**src/rtl/lenet_pkg.sv**
```systemverilog
// Shared definitions for the LeNet layer sequencer: state encoding, layer
// indices and default timing parameters.
package lenet_pkg;

  localparam logic [2:0] ST_IDLE   = 3'd0;
  localparam logic [2:0] ST_LAUNCH = 3'd1;
  localparam logic [2:0] ST_RUN    = 3'd2;
  localparam logic [2:0] ST_GAP    = 3'd3;
  localparam logic [2:0] ST_DONE   = 3'd4;
  localparam logic [2:0] ST_ERR    = 3'd5;

  typedef enum logic [2:0] {
    S_IDLE   = ST_IDLE,
    S_LAUNCH = ST_LAUNCH,
    S_RUN    = ST_RUN,
    S_GAP    = ST_GAP,
    S_DONE   = ST_DONE,
    S_ERR    = ST_ERR
  } sched_state_t;

  localparam int L_CONV1 = 0;
  localparam int L_POOL1 = 1;
  localparam int L_CONV2 = 2;
  localparam int L_POOL2 = 3;
  localparam int L_FC1   = 4;
  localparam int L_FC2   = 5;

  localparam int DEF_GAP_CYCLES = 2;
  localparam int DEF_TIMEOUT    = 200000;

endpackage

```
**src/rtl/sched_watchdog.sv**
```systemverilog
// Per-layer watchdog: cleared on load, counts while enabled, flags expiry
// once the count reaches TIMEOUT-1 and then holds there.
module sched_watchdog #(
  parameter int TIMEOUT = 200000
) (
  input  logic clk,
  input  logic rst,
  input  logic i_load,
  input  logic i_en,
  output logic o_expire
);

  localparam int W = (TIMEOUT > 1) ? $clog2(TIMEOUT) : 1;

  logic [W-1:0] r_cnt;

  assign o_expire = (r_cnt == W'(TIMEOUT - 1));

  always_ff @(posedge clk) begin
    if (rst || i_load) begin
      r_cnt <= '0;
    end else if (i_en && !o_expire) begin
      r_cnt <= r_cnt + 1'b1;
    end
  end

endmodule

```
**src/rtl/lenet_layer_sched.sv**
```systemverilog
// Layer sequencer: launches each engine in turn with a level enable, inserts
// a low gap between layers, ping-pongs the feature-map bank, guards each layer.
module lenet_layer_sched
  import lenet_pkg::*;
#(
  parameter int N_LAYERS   = 6,
  parameter int GAP_CYCLES = DEF_GAP_CYCLES,
  parameter int TIMEOUT    = DEF_TIMEOUT,
  parameter int CNT_W      = 32
) (
  input  logic                clk,
  input  logic                rst,
  input  logic                start,
  input  logic                abort,
  input  logic [N_LAYERS-1:0] layer_finish,
  output logic [N_LAYERS-1:0] layer_en,
  output logic                fm_bank_sel,
  output logic                busy,
  output logic                done,
  output logic                err,
  output logic [2:0]          err_layer,
  output logic [2:0]          cur_layer,
  output logic [CNT_W-1:0]    run_cycles,
  output logic [2:0]          dbg_state
);

  // Handshake: the engine enable is a level held from launch until the engine's
  // finish level is seen; it then drops for GAP_CYCLES+1 cycles so engines re-arm.

  sched_state_t          r_state, w_state_nxt;
  logic [N_LAYERS-1:0]   r_layer_en, w_layer_en_nxt;
  logic                  r_bank, w_bank_nxt;
  logic                  r_busy, w_busy_nxt;
  logic                  r_done, w_done_nxt;
  logic                  r_err, w_err_nxt;
  logic [2:0]            r_err_layer, w_err_layer_nxt;
  logic [2:0]            r_cur_layer, w_cur_nxt;
  logic [3:0]            r_gap_cnt, w_gap_nxt;
  logic [CNT_W-1:0]      r_run_cycles;
  logic                  w_run_clr;
  logic                  w_wd_load;
  logic                  w_wd_en;
  logic                  w_wd_expire;
  logic                  w_fin;

  // Enable is one-hot on the active layer, so masking ignores other finishes.
  assign w_fin = |(layer_finish & r_layer_en);

  sched_watchdog #(
    .TIMEOUT(TIMEOUT)
  ) u_wd (
    .clk     (clk),
    .rst     (rst),
    .i_load  (w_wd_load),
    .i_en    (w_wd_en),
    .o_expire(w_wd_expire)
  );

  always_comb begin
    w_state_nxt     = r_state;
    w_layer_en_nxt  = r_layer_en;
    w_bank_nxt      = r_bank;
    w_busy_nxt      = r_busy;
    w_done_nxt      = 1'b0;
    w_err_nxt       = r_err;
    w_err_layer_nxt = r_err_layer;
    w_cur_nxt       = r_cur_layer;
    w_gap_nxt       = r_gap_cnt;
    w_run_clr       = 1'b0;
    w_wd_load       = 1'b0;
    w_wd_en         = 1'b0;

    if (abort) begin
      w_state_nxt    = S_IDLE;
      w_layer_en_nxt = '0;
      w_busy_nxt     = 1'b0;
    end else begin
      case (r_state)
        S_IDLE, S_ERR: begin
          if (start) begin
            w_state_nxt = S_LAUNCH;
            w_cur_nxt   = 3'(L_CONV1);
            w_bank_nxt  = 1'b0;
            w_err_nxt   = 1'b0;
            w_busy_nxt  = 1'b1;
            w_run_clr   = 1'b1;
          end
        end
        S_LAUNCH: begin
          w_layer_en_nxt = N_LAYERS'(1) << r_cur_layer;
          w_wd_load      = 1'b1;
          w_state_nxt    = S_RUN;
        end
        S_RUN: begin
          w_wd_en = 1'b1;
          if (w_fin) begin
            w_layer_en_nxt = '0;
            w_cur_nxt      = r_cur_layer + 3'd1;
            w_bank_nxt     = ~r_bank;
            w_gap_nxt      = '0;
            w_state_nxt    = S_GAP;
          end else if (w_wd_expire) begin
            w_layer_en_nxt  = '0;
            w_err_nxt       = 1'b1;
            w_err_layer_nxt = r_cur_layer;
            w_busy_nxt      = 1'b0;
            w_state_nxt     = S_ERR;
          end
        end
        S_GAP: begin
          if (r_gap_cnt == 4'(GAP_CYCLES - 1)) begin
            if (r_cur_layer == 3'(N_LAYERS)) begin
              w_state_nxt = S_DONE;
              w_cur_nxt   = 3'(L_CONV1);
              w_busy_nxt  = 1'b0;
              w_done_nxt  = 1'b1;
            end else begin
              w_state_nxt = S_LAUNCH;
            end
          end else begin
            w_gap_nxt = r_gap_cnt + 4'd1;
          end
        end
        S_DONE: begin
          w_state_nxt = S_IDLE;
        end
        default: begin
          w_state_nxt    = S_IDLE;
          w_layer_en_nxt = '0;
          w_busy_nxt     = 1'b0;
        end
      endcase
    end
  end

  always_ff @(posedge clk) begin
    if (rst) begin
      r_state      <= S_IDLE;
      r_layer_en   <= '0;
      r_bank       <= 1'b0;
      r_busy       <= 1'b0;
      r_done       <= 1'b0;
      r_err        <= 1'b0;
      r_err_layer  <= '0;
      r_cur_layer  <= '0;
      r_gap_cnt    <= '0;
      r_run_cycles <= '0;
    end else begin
      r_state     <= w_state_nxt;
      r_layer_en  <= w_layer_en_nxt;
      r_bank      <= w_bank_nxt;
      r_busy      <= w_busy_nxt;
      r_done      <= w_done_nxt;
      r_err       <= w_err_nxt;
      r_err_layer <= w_err_layer_nxt;
      r_cur_layer <= w_cur_nxt;
      r_gap_cnt   <= w_gap_nxt;
      // Counts every busy cycle and stays frozen once busy drops.
      if (w_run_clr) begin
        r_run_cycles <= '0;
      end else if (r_busy && (r_run_cycles != '1)) begin
        r_run_cycles <= r_run_cycles + 1'b1;
      end
    end
  end

  assign layer_en    = r_layer_en;
  assign fm_bank_sel = r_bank;
  assign busy        = r_busy;
  assign done        = r_done;
  assign err         = r_err;
  assign err_layer   = r_err_layer;
  assign cur_layer   = r_cur_layer;
  assign run_cycles  = r_run_cycles;
  assign dbg_state   = r_state;

endmodule
```
**config.mk**
```make
export PLATFORM = sky130hd
export DESIGN_NAME = lenet_layer_sched
export DESIGN_NICKNAME = d
export VERILOG_FILES = /design/src/rtl/lenet_pkg.sv /design/src/rtl/sched_watchdog.sv /design/src/rtl/lenet_layer_sched.sv
export SDC_FILE = /design/constraint.sdc
export NUM_CORES = 1
export LEC_CHECK = 0
export ABC_AREA = 1
export BUFFER_PORTS_ARGS = -buffer_cell sky130_fd_sc_hd__buf_2
export CORE_MARGIN = 2
export CORE_UTILIZATION = 40
export CTS_CLUSTER_SIZE = 14
export DETAILED_ROUTE_END_ITERATION = 10
export GPL_TIMING_DRIVEN = 0
export PLACE_DENSITY = 0.64
export SYNTH_ARGS = -nofsm -noshare
export SYNTH_HDL_FRONTEND = slang
export SYNTH_HIERARCHICAL = 1
export SYNTH_SLANG_ARGS = --single-unit
```
**constraint.sdc**
```tcl
create_clock -name clk -period 2.3 [get_ports clk]
set_clock_uncertainty 0.05 [all_clocks]
set_input_delay 0.46 -clock clk [delete_from_list [all_inputs] [get_ports clk]]
set_output_delay 0.46 -clock clk [all_outputs]
set_load 0.05 [all_outputs]
```
Yosys cells after proc, flatten, opt, wreduce, memory -nomap -nowiden --
Cells that the tools add are included.
Operators by class: bitwise gates (word level) 8, add/subtract/negate cells 4, multiplexer cells 37, shift operators 1, reductions and logical operators 23, equality and inequality tests 17
Operator list (number):
- $add 32x1->32 const B | 1
- $ne 32x32->1 const B | 1
- $mux 3 | 9
- $add 18x1->18 const B | 1
- $eq 18x18->1 const B | 1
- $pmux 6 s3 | 1
- $mux 1 | 17
- $mux 6 | 2
- $ne 2x2->1 const B | 6
- $pmux 3 s4 | 1
- $reduce_and 4->1 | 3
- $reduce_and 6->1 | 2
- $eq 3x3->1 const B | 3
- $pmux 3 s3 | 1
- $mux 4 | 2
- $pmux 4 s2 | 1
- $reduce_or 2->1 | 4
- $reduce_or 4->1 | 2
- $not 1->1 | 7
- $and 6x6->6 | 1
- $eq 3x2->1 const B | 2
- $reduce_or 6->1 | 1
- $shl 1x3->6 const A | 1
- $reduce_and 5->1 | 1
- other kinds (16) | 19
Word-level totals: bits of input ports 10, bits in registers 73, logic and storage cells 101, output and inout bits 51

Depth between registers and ports, before layout --
Gate-level depths: netlist of run 1.
depth in word-level cells 5, gate-level depth with buffers 12, depth with buffers taken out 11

Hierarchy --
Netlist of run 1, hierarchy kept.
By module, submodules not included:
- lenet_layer_sched | sequential area each 1101.1 µm², area an instance 3275.6 µm², instances 1, cells an instance 538
- sched_watchdog | sequential area each 360.3 µm², area an instance 1128.6 µm², instances 1, cells an instance 182

Worst setup path after synthesis of run 1 --
No wires, ideal clock.
path type flip-flop to flip-flop, from register r_run_cycles[0], in the netlist run_cycles[0], to register r_run_cycles[12], in the netlist run_cycles[12], period minus slack after synthesis 2265 ps, setup time 132 ps, stages on the path, launching flop included 13, data arrival time 2083 ps, path slack 35 ps, buffers on the path 2, required time 2118 ps, path through dfxtp_1 > ha_1 > inv_1 > nor2_4 > nand2_2 > nor2_4 > nand2_2 > nand2_4 > inv_2 > buf_6 > buf_6 > nand2_1 > a21oi_1
On the way: longest elaborated chain between the ends 2, elaborated cells on any way between the ends 3, classes of those cells add/sub: 1; eq/ne: 1; reduce/logical: 1
Ends and longest elaborated chain:
- start: declaration | line lenet_layer_sched.sv:39 | logic [CNT_W-1:0] r_run_cycles;
- start signal: assignment | line lenet_layer_sched.sv:162 | r_run_cycles <= r_run_cycles + 1'b1;
- parallel branches: the longest is 2 deep, another holds $add 32x1->32
Parallel ways; which one is timed is not known. A chain may end at the register's enable or synchronous reset.

Final worst setup path of run 1 --
from register r_run_cycles[1], in the netlist run_cycles[1], to register r_run_cycles[2], in the netlist run_cycles[2]
Same word-level chain as after synthesis.

==> results of run 1 <==
## flip-flops by register name (all words and copies together) (netlist names)
register	count
r_gap_cnt	4
err	1
dbg_state	3
busy	1
run_cycles	32
err_layer	3
layer_en	6
fm_bank_sel	1
cur_layer	3
u_wd/r_cnt	18
done	1
## synthesized netlist by cell type
cell type	number
nand2_4	2
nor2_1	111
buf_4	4
clkinv_1	1
nand2_2	6
a31oi_1	2
nand3_1	50
or2_2	1
buf_6	2
o21ai_0	15
nor4_1	1
o21bai_2	1
nor3_1	4
nand3_4	1
xor2_1	11
xnor2_1	7
inv_1	78
clkbuf_4	1
clkbuf_1	4
nand3b_1	2
nand2_1	248
dfxtp_1	73
o21ai_2	1
inv_2	1
nor2_4	3
buf_2	1
o21bai_1	1
ha_1	9
nor2_2	7
nand4_1	13
a21oi_1	59
## cell usage in the layout (no fill, tap or decap), drive strengths merged, types with 7 or more instances in the layout
cell type,netlist,final
nand3,51,51
nor2,121,121
o21ai,16,16
inv,79,79
xor2,11,11
ha,9,9
nand4,13,13
dfxtp,73,73
nand2,256,256
xnor2,7,7
buf,7,67
a21oi,59,59
clkbuf,5,16
## worst paths after layout
kind                                      end           from  slack [ns]
worst max-delay path            run_cycles[2]  run_cycles[1]        0.19
worst min-delay path             r_gap_cnt[1]            rst        0.30
worst max register to register  run_cycles[2]  run_cycles[1]        0.19
worst min register to register   err_layer[1]   err_layer[1]        0.40
## logic make-up after synthesis
family | count (synthesis)
flops | 73
xor+xnor | 18
compound gates | 79
simple gates | 449
buf+inv | 92
fa+ha+maj | 9
## power by group
group	total (uW)	internal (uW)	leakage [uW]	switching (uW)
registers	1300	1280	0.000589	19.6
logic	226	61.6	0.00142	164
clock network	1310	810	0.000129	496
total	2830	2150	0.00214	680
## metal layers
| layer | track usage (%) | routed length [um] | share of wire (%) | up-vias |
|---|---|---|---|---|
| met5 | 0 | 0 | 0 | - |
| met3 | 5.68 | 700 | 6.0 | 17 |
| met1 | 26.1 | 5220 | 45 | 2031 |
| li1 | - | - | - | 2406 |
| met2 | 35.5 | 5500 | 47 | 111 |
| met4 | 7.97 | 208 | 1.8 | 0 |
## area by class of cell
class                           count  area (sq um)  share of cell area (%)
Clock buffer                       12           165                    3.20
Buffer                             11          76.3                    1.48
Inverter                           80           300                    5.82
Timing Repair Buffer               60           300                    5.82
Multi-Input combinational cell    555          2580                    50.1
Tap cell                          140           175                    3.39
Clock inverter                      4          97.6                    1.89
Sequential cell                    73          1460                    28.3
## repair_timing
item,4_1_cts,5_1_grt
endpoints found under the setup margin,11,25
resized for setup,2,4
pin swaps,0,1
## metrics by stage
step,instances,total power (uW),setup WS (ns),utilization [%]
floorplan,720,1480,0.0351,-
global placement,920,1550,-0.161,45.2
detailed placement,920,1550,-0.179,45.2
CTS,935,2880,0.0398,47.7
global route,935,2950,0.00133,47.8
finish,935,2830,0.188,47.8
==> summary.md, run 1 <==
| Metric | Value |
|---|---|
| Synthesized area | 0.00440 sq mm |
| Delay of the slowest critical-path stage | 0.41 ns |
| Total global-route track usage | 21.2% |
| Postcts setup bufs | 0 |
| Hold buffers post-CTS | 0 |
| Syn-to-layout area delta | 17.2% |
| Relative slew slack | 58.9% |
| Avg Vias per Cell | 4.88 |
| Synthesized netlist cell count | 720 |
| Sequential area share after synthesis | 33.2% |
| Worst min path class | input pin to flop |
| Worst slew pin tran | 0.617 ns |
| Fill cells | 1116 |
| H-tree levels | 3 |
| Max Cap Viol | 0 |
| RSZ-0062 raised after global routing | false |
| Starting Density | 40.8% |
| Share of cells above drive strength 1 | 14.0% |
| Die width | 109 um |
| Mapped Nets | 739 |
| Detail Placement HPWL | 8.91 mm |
| Kind of cell adding the most delay to the critical path | simple AND/OR/NAND/NOR gates |
| Post-synthesis average cell area | 6.12 sq um |
| Total CTS buffers | 9 |
| Core Area | 0.0108 sq mm |
| Mux cell area share after synthesis | 0% |
| Seq cells post-synth | 73 |
| Yosys top cell by area | dfxtp_1 |
| IO Pins | 61 |
| Post-Route WL | 11.6 mm |
| TNS Setup | 0 ns |
| Status | complete, no violations |
| Compound-Gate Fraction of Synth Area | 9.32% |
| Final period util | 91.8% |
| Pins Over Slew Limit | 0 |
| Design area | 0.00516 sq mm |
| Iteration-0 DRC Markers | 284 |
| # diodes | 0 |
| Hold Path Depth | 2 |
| Routed Antenna Nets | 0 |
| Critical Path Sink Type | flop |
| Startpoint Class | flop |
| IO Port Bufs | 60 |
| Synth top area share | 33.2% |
| Data required, critical path | 2.47 ns |
| Clock root cell | clkbuf_8 |
| Final hold vios | 0 |
| RD Place Congestion | 0.899 |
| Die height | 109 um |
| Worst EP arrival | 2.28 ns |
| Worst VDD drop | 0.510 mV |
| Synth Area in Adders | 2.56% |
| Max FO, Critical Path | 10 |
| Post-Synth Simple-Gate Area | 42.7% |
| Routed wire length per instance | 12.4 um |
| Clock sinks | 73 |
| Crit path cell chain | ha_1 -> inv_1 -> nor2_4 -> nand2_2 -> nor2_4 -> nand2_2 -> nand2_4 -> inv_2 -> buf_6 -> buf_6 -> nand2_1 -> a21oi_1 |
| Xor and xnor fraction of the mapped netlist area | 3.58% |
| Clock transition at path regs | 0.08 ns |
| Ranking of synthesized cells by area | dfxtp_1, nand2_1, nor2_1, a21oi_1, inv_1 |
| Initial antenna violation count | 0 |
| First-pass GRT wire length | 19.8 mm |
| DRT Pass-1 Iters | 5 |
| CTS Buffer Depth | 2 |
| Grt total ovfl | 0 |
| Placed cell area | 0.00488 sq mm |
| Crit path kind | flop to flop |
| Vias in the first global route | 4367 |
| DRC viols | 0 |
| Yosys cell types | 31 |
| Synth Warn # | 6 |
| Layout net count | 809 |
| Vias | 4565 |
| CTS tree | done |
| Die footprint | 0.0119 sq mm |
| Hold Worst Slack | 0.305 ns |
| Min cycle time layout | 2.11 ns |
| Rows | 38 |
| Final setup fails | 0 |
| Largest family of logic cells by synthesized area | simple AND/OR/NAND/NOR gates |
| Clock Latency Late Sink | 0.36 ns |
| Largest net degree at the start of global routing | 20 |
| WP depth | 12 |
| Max Fclk | 474 MHz |
| PwrDens | 548 mW/mm^2 |
| WP buf/inv | 4 |
| Leakage | 0.00214 uW |
| Critical path's slowest cell | dfxtp_1 |
| R2r worst-path depth | 12 |
(Power assumes the default switching activity.)
==> run 2: changes to the inputs <==
--- a/config.mk
+++ b/config.mk
@@ -15,5 +15,4 @@
 export PLACE_DENSITY = 0.64
 export SYNTH_ARGS = -nofsm -noshare
 export SYNTH_HDL_FRONTEND = slang
-export SYNTH_HIERARCHICAL = 1
 export SYNTH_SLANG_ARGS = --single-unit
==> constraint.sdc (replaced) <==
create_clock -name clk -period 2.3 [get_ports clk]
set_clock_uncertainty 0.05 [all_clocks]
set_input_delay 0.46 -clock clk [delete_from_list [all_inputs] [get_ports clk]]
set_output_delay 0.46 -clock clk [all_outputs]
set_load 0.02 [all_outputs]
==> summary.md, run 2 <==
| Metric | Value |
|---|---|
| Status | complete, no violations (unchanged) |
| Asr flop ratio synth | 0% (unchanged) |
| Iteration-0 DRC Markers | 218 (was 284) |
| DRC viols | 0 (unchanged) |
| Crit path kind | flop to flop (unchanged) |
| Largest family of logic cells by synthesized area | simple AND/OR/NAND/NOR gates (unchanged) |
| Worst EP arrival | 2.18 ns (was 2.28 ns) |
| Crit path cell chain | ha_1 -> nand3_1 -> nor2_1 -> nand3b_2 -> nand2_1 -> nand2_1 -> nand2_1 -> a21oi_1 (was ha_1 -> inv_1 -> nor2_4 -> nand2_2 -> nor2_4 -> nand2_2 -> nand2_4 -> inv_2 -> buf_6 -> buf_6 -> nand2_1 -> a21oi_1) |
| Clock power frac | 44.8% (was 46.2%) |
| Final setup fails | 0 (unchanged) |
| Max Cap Viol | 0 (unchanged) |
| CTS Buffer Depth | 2 (unchanged) |
| Sequential area share after synthesis | 32.8% (was 33.2%) |
| Avg Vias per Cell | 4.92 (was 4.88) |
| Flop2flop setup slack | 0.32 ns (was 0.19 ns) |
| Share of cells above drive strength 1 | 15.2% (was 14.0%) |
| Clock sinks | 73 (unchanged) |
| Count leader, synth | nand2_1 (unchanged) |
| RSZ-0062 raised after global routing | false (unchanged) |
| Worst min path class | flop to flop (was input pin to flop) |
| Net Sw Frac | 24.8% (was 24.1%) |
| Clock Latency Late Sink | 0.36 ns (about the same) |
| Final hold vios | 0 (unchanged) |
| Synth Area in Adders | 2.52% (was 2.56%) |
| Worst VDD drop | 0.323 mV (was 0.510 mV) |
| Routed wire length per instance | 12.4 um (about the same) |
| Layout net count | 795 (was 809) |
| Compound-Gate Fraction of Synth Area | 8.56% (was 9.32%) |
| Core Area | 0.0108 sq mm (about the same) |
| Grt total ovfl | 0 (unchanged) |
| Delay of the slowest critical-path stage | 0.44 ns (was 0.41 ns) |
| Yosys top cell by area | dfxtp_1 (unchanged) |
| Kind of cell adding the most delay to the critical path | simple AND/OR/NAND/NOR gates (unchanged) |
| Ranking of synthesized cells by area | dfxtp_1, nand2_1, nor2_1, a21oi_1, inv_1 (unchanged) |
| Commonest cells after routing, fill and taps aside | nand2_1, nor2_1, dfxtp_1 (was nand2_1, nor2_1, inv_1) |
| NetSw | 694 uW (was 680 uW) |
| Vias in the first global route | 4185 (was 4367) |
| Yosys cell types | 34 (was 31) |
| Hold buffers post-CTS | 0 (unchanged) |
| TNS Setup | 0 ns (unchanged) |
| Rows | 38 (unchanged) |
| Largest net degree at the start of global routing | 13 (was 20) |
| Syn-to-layout area delta | 16.1% (was 17.2%) |
| Pins Over Slew Limit | 0 (unchanged) |
| PwrDens | 541 mW/mm^2 (was 548 mW/mm^2) |
| Total CTS buffers | 9 (unchanged) |
| Worst path most repeated cell | nand2_1 |
| CTS tree | done (unchanged) |
| IO Pins | 61 (unchanged) |
| Relative slew slack | 67.3% (was 58.9%) |
| Flop pwr share | 46.4% (was 45.8%) |
| Vias | 4533 (was 4565) |
| Post-Route WL | 11.4 mm (was 11.6 mm) |
| Clock transition at path regs | 0.08 ns (about the same) |
| Synth top area share | 32.8% (was 33.2%) |
| Cell-internal power | 2110 uW (was 2150 uW) |
| Synthesized netlist cell count | 706 (was 720) |
| Mux cell area share after synthesis | 0% (unchanged) |
| Critical Path Sink Type | flop (unchanged) |
| Die width | 110 um (was 109 um) |
| Power Total | 2800 uW (was 2830 uW) |
| Starting Density | 41.1% (was 40.8%) |
| First-pass GRT wire length | 19.0 mm (was 19.8 mm) |
| Synth cell count leaders | nand2_1, nor2_1, dfxtp_1 (was nand2_1, nor2_1, inv_1) |
| Startpoint Class | flop (unchanged) |
| Initial antenna violation count | 0 (unchanged) |
| Clock root cell | clkbuf_8 (unchanged) |
| Max Fclk | 504 MHz (was 474 MHz) |
| Min cycle time layout | 1.98 ns (was 2.11 ns) |
| Total global-route track usage | 20.1% (was 21.2%) |
| DRT Pass-1 Iters | 6 (was 5) |
| Seq cells post-synth | 73 (unchanged) |
| Leakage | 0.00216 uW (was 0.00214 uW) |
| Die height | 110 um (was 109 um) |
| Detail Placement HPWL | 8.66 mm (was 8.91 mm) |
| Final period util | 86.2% (was 91.8%) |
| Hold Worst Slack | 0.413 ns (was 0.305 ns) |
| Combinational power share | 8.8% (was 8.0%) |
| Mapped Nets | 725 (was 739) |
| Number of synthesized flops with an enable pin | 0 (unchanged) |
| Data required, critical path | 2.49 ns (was 2.47 ns) |
| Synthesized area | 0.00446 sq mm (was 0.00440 sq mm) |
| H-tree levels | 3 (unchanged) |
| Worst slew pin tran | 0.490 ns (was 0.617 ns) |
| Routed Antenna Nets | 0 (unchanged) |
| Synth Warn # | 0 (was 6) |
| Post-Synth Simple-Gate Area | 42.8% (was 42.7%) |
| Xor and xnor fraction of the mapped netlist area | 5.11% (was 3.58%) |
| Dominant synthesized flop cell | dfxtp_1 (unchanged) |
| Commonest non-fill, non-tap cell in the layout | nand2_1 (unchanged) |
| Max FO, Critical Path | 6 (was 10) |
| Post-synthesis average cell area | 6.32 sq um (was 6.12 sq um) |
| Max reg flops | 32 (unchanged) |
| IO Port Bufs | 59 (was 60) |
| Die footprint | 0.0120 sq mm (was 0.0119 sq mm) |
| # diodes | 0 (unchanged) |
| RD Place Congestion | 0.917 (was 0.899) |
| Critical path's slowest cell | dfxtp_1 (unchanged) |
| WP buf/inv | 0 (was 4) |
==> run 2: cell count changes in the layout (fill, tap and decap cells not counted), moves of 7 or more <==
cell / previous run / this run
inv_1: 78 / 55
nand3b_1: 2 / 10
nand3_1: 50 / 40
a21oi_1: 59 / 50
xor2_1: 11 / 20
nand4_1: 13 / 6
==> run 2: metrics by stage <==
step / cells / cell area (sq um) / setup WS [ns] / util, %
floorplan: 706 / 4460 / 0.499 / -
global placement: 905 / 4930 / 0.409 / 45.5
CTS: 921 / 5170 / 0.340 / 47.7
global route: 921 / 5180 / 0.103 / 47.8
finish: 921 / 5180 / 0.317 / 47.8
detailed placement: 905 / 4930 / 0.362 / 45.5
==> run 2: power by group through the flow <==
stage / clock [uW] / sequential, uW / combinational, uW
final: 1250 / 1300 / 247
after global routing: 1350 / 1300 / 275
after CTS: 1290 / 1300 / 248
after detailed placement: 0 / 1330 / 247
after global placement: 0 / 1330 / 242
after floorplan: 0 / 1340 / 157
==> run 2: repair_timing <==
item,in CTS,in global routing
buffers inserted,0,0
endpoints found under the setup margin,0,1
resized for setup,0,1
==> run 2: cells by family after synthesis <==
| logic type | after synthesis |
|---|---|
| compound gates | 70 |
| xor+xnor | 26 |
| fa+ha+maj | 9 |
| buf+inv | 79 |
| flops | 73 |
| simple gates | 449 |
==> run 2: final timing paths <==
check                end           from  cells past startpoint
max          layer_en[4]  u_wd.r_cnt[0]                      8
min                  err            err                      2
max reg2reg  layer_en[4]  u_wd.r_cnt[0]                      8
min reg2reg          err            err                      2
==> run 2: cell type report <==
cell class / instances / area [sq um]
fill: 1146 / 5660
clock buffer: 11 / 141
timing repair buffer: 59 / 295
tap: 140 / 175
inverter: 65 / 249
buffer: 14 / 118
clock inverter: 5 / 103
sequential: 73 / 1460
multi-input combinational: 554 / 2640
==> run 2: worst min-delay path, delay by kind of cell, from the launching register on <==
kind,cells,cell delay (ns)
buffers and inverters,1,0.05
flip-flops,1,0.32
AO/OA/AOI/OAI,1,0.05
==> run 2: metal layers <==
metal,up-vias,global-route usage (%),share of wire (%)
li1,2348,-,-
met2,123,34.1,46
met4,0,7.50,2.4
met3,26,5.39,5.9
met5,-,0,0
met1,2036,24.3,46
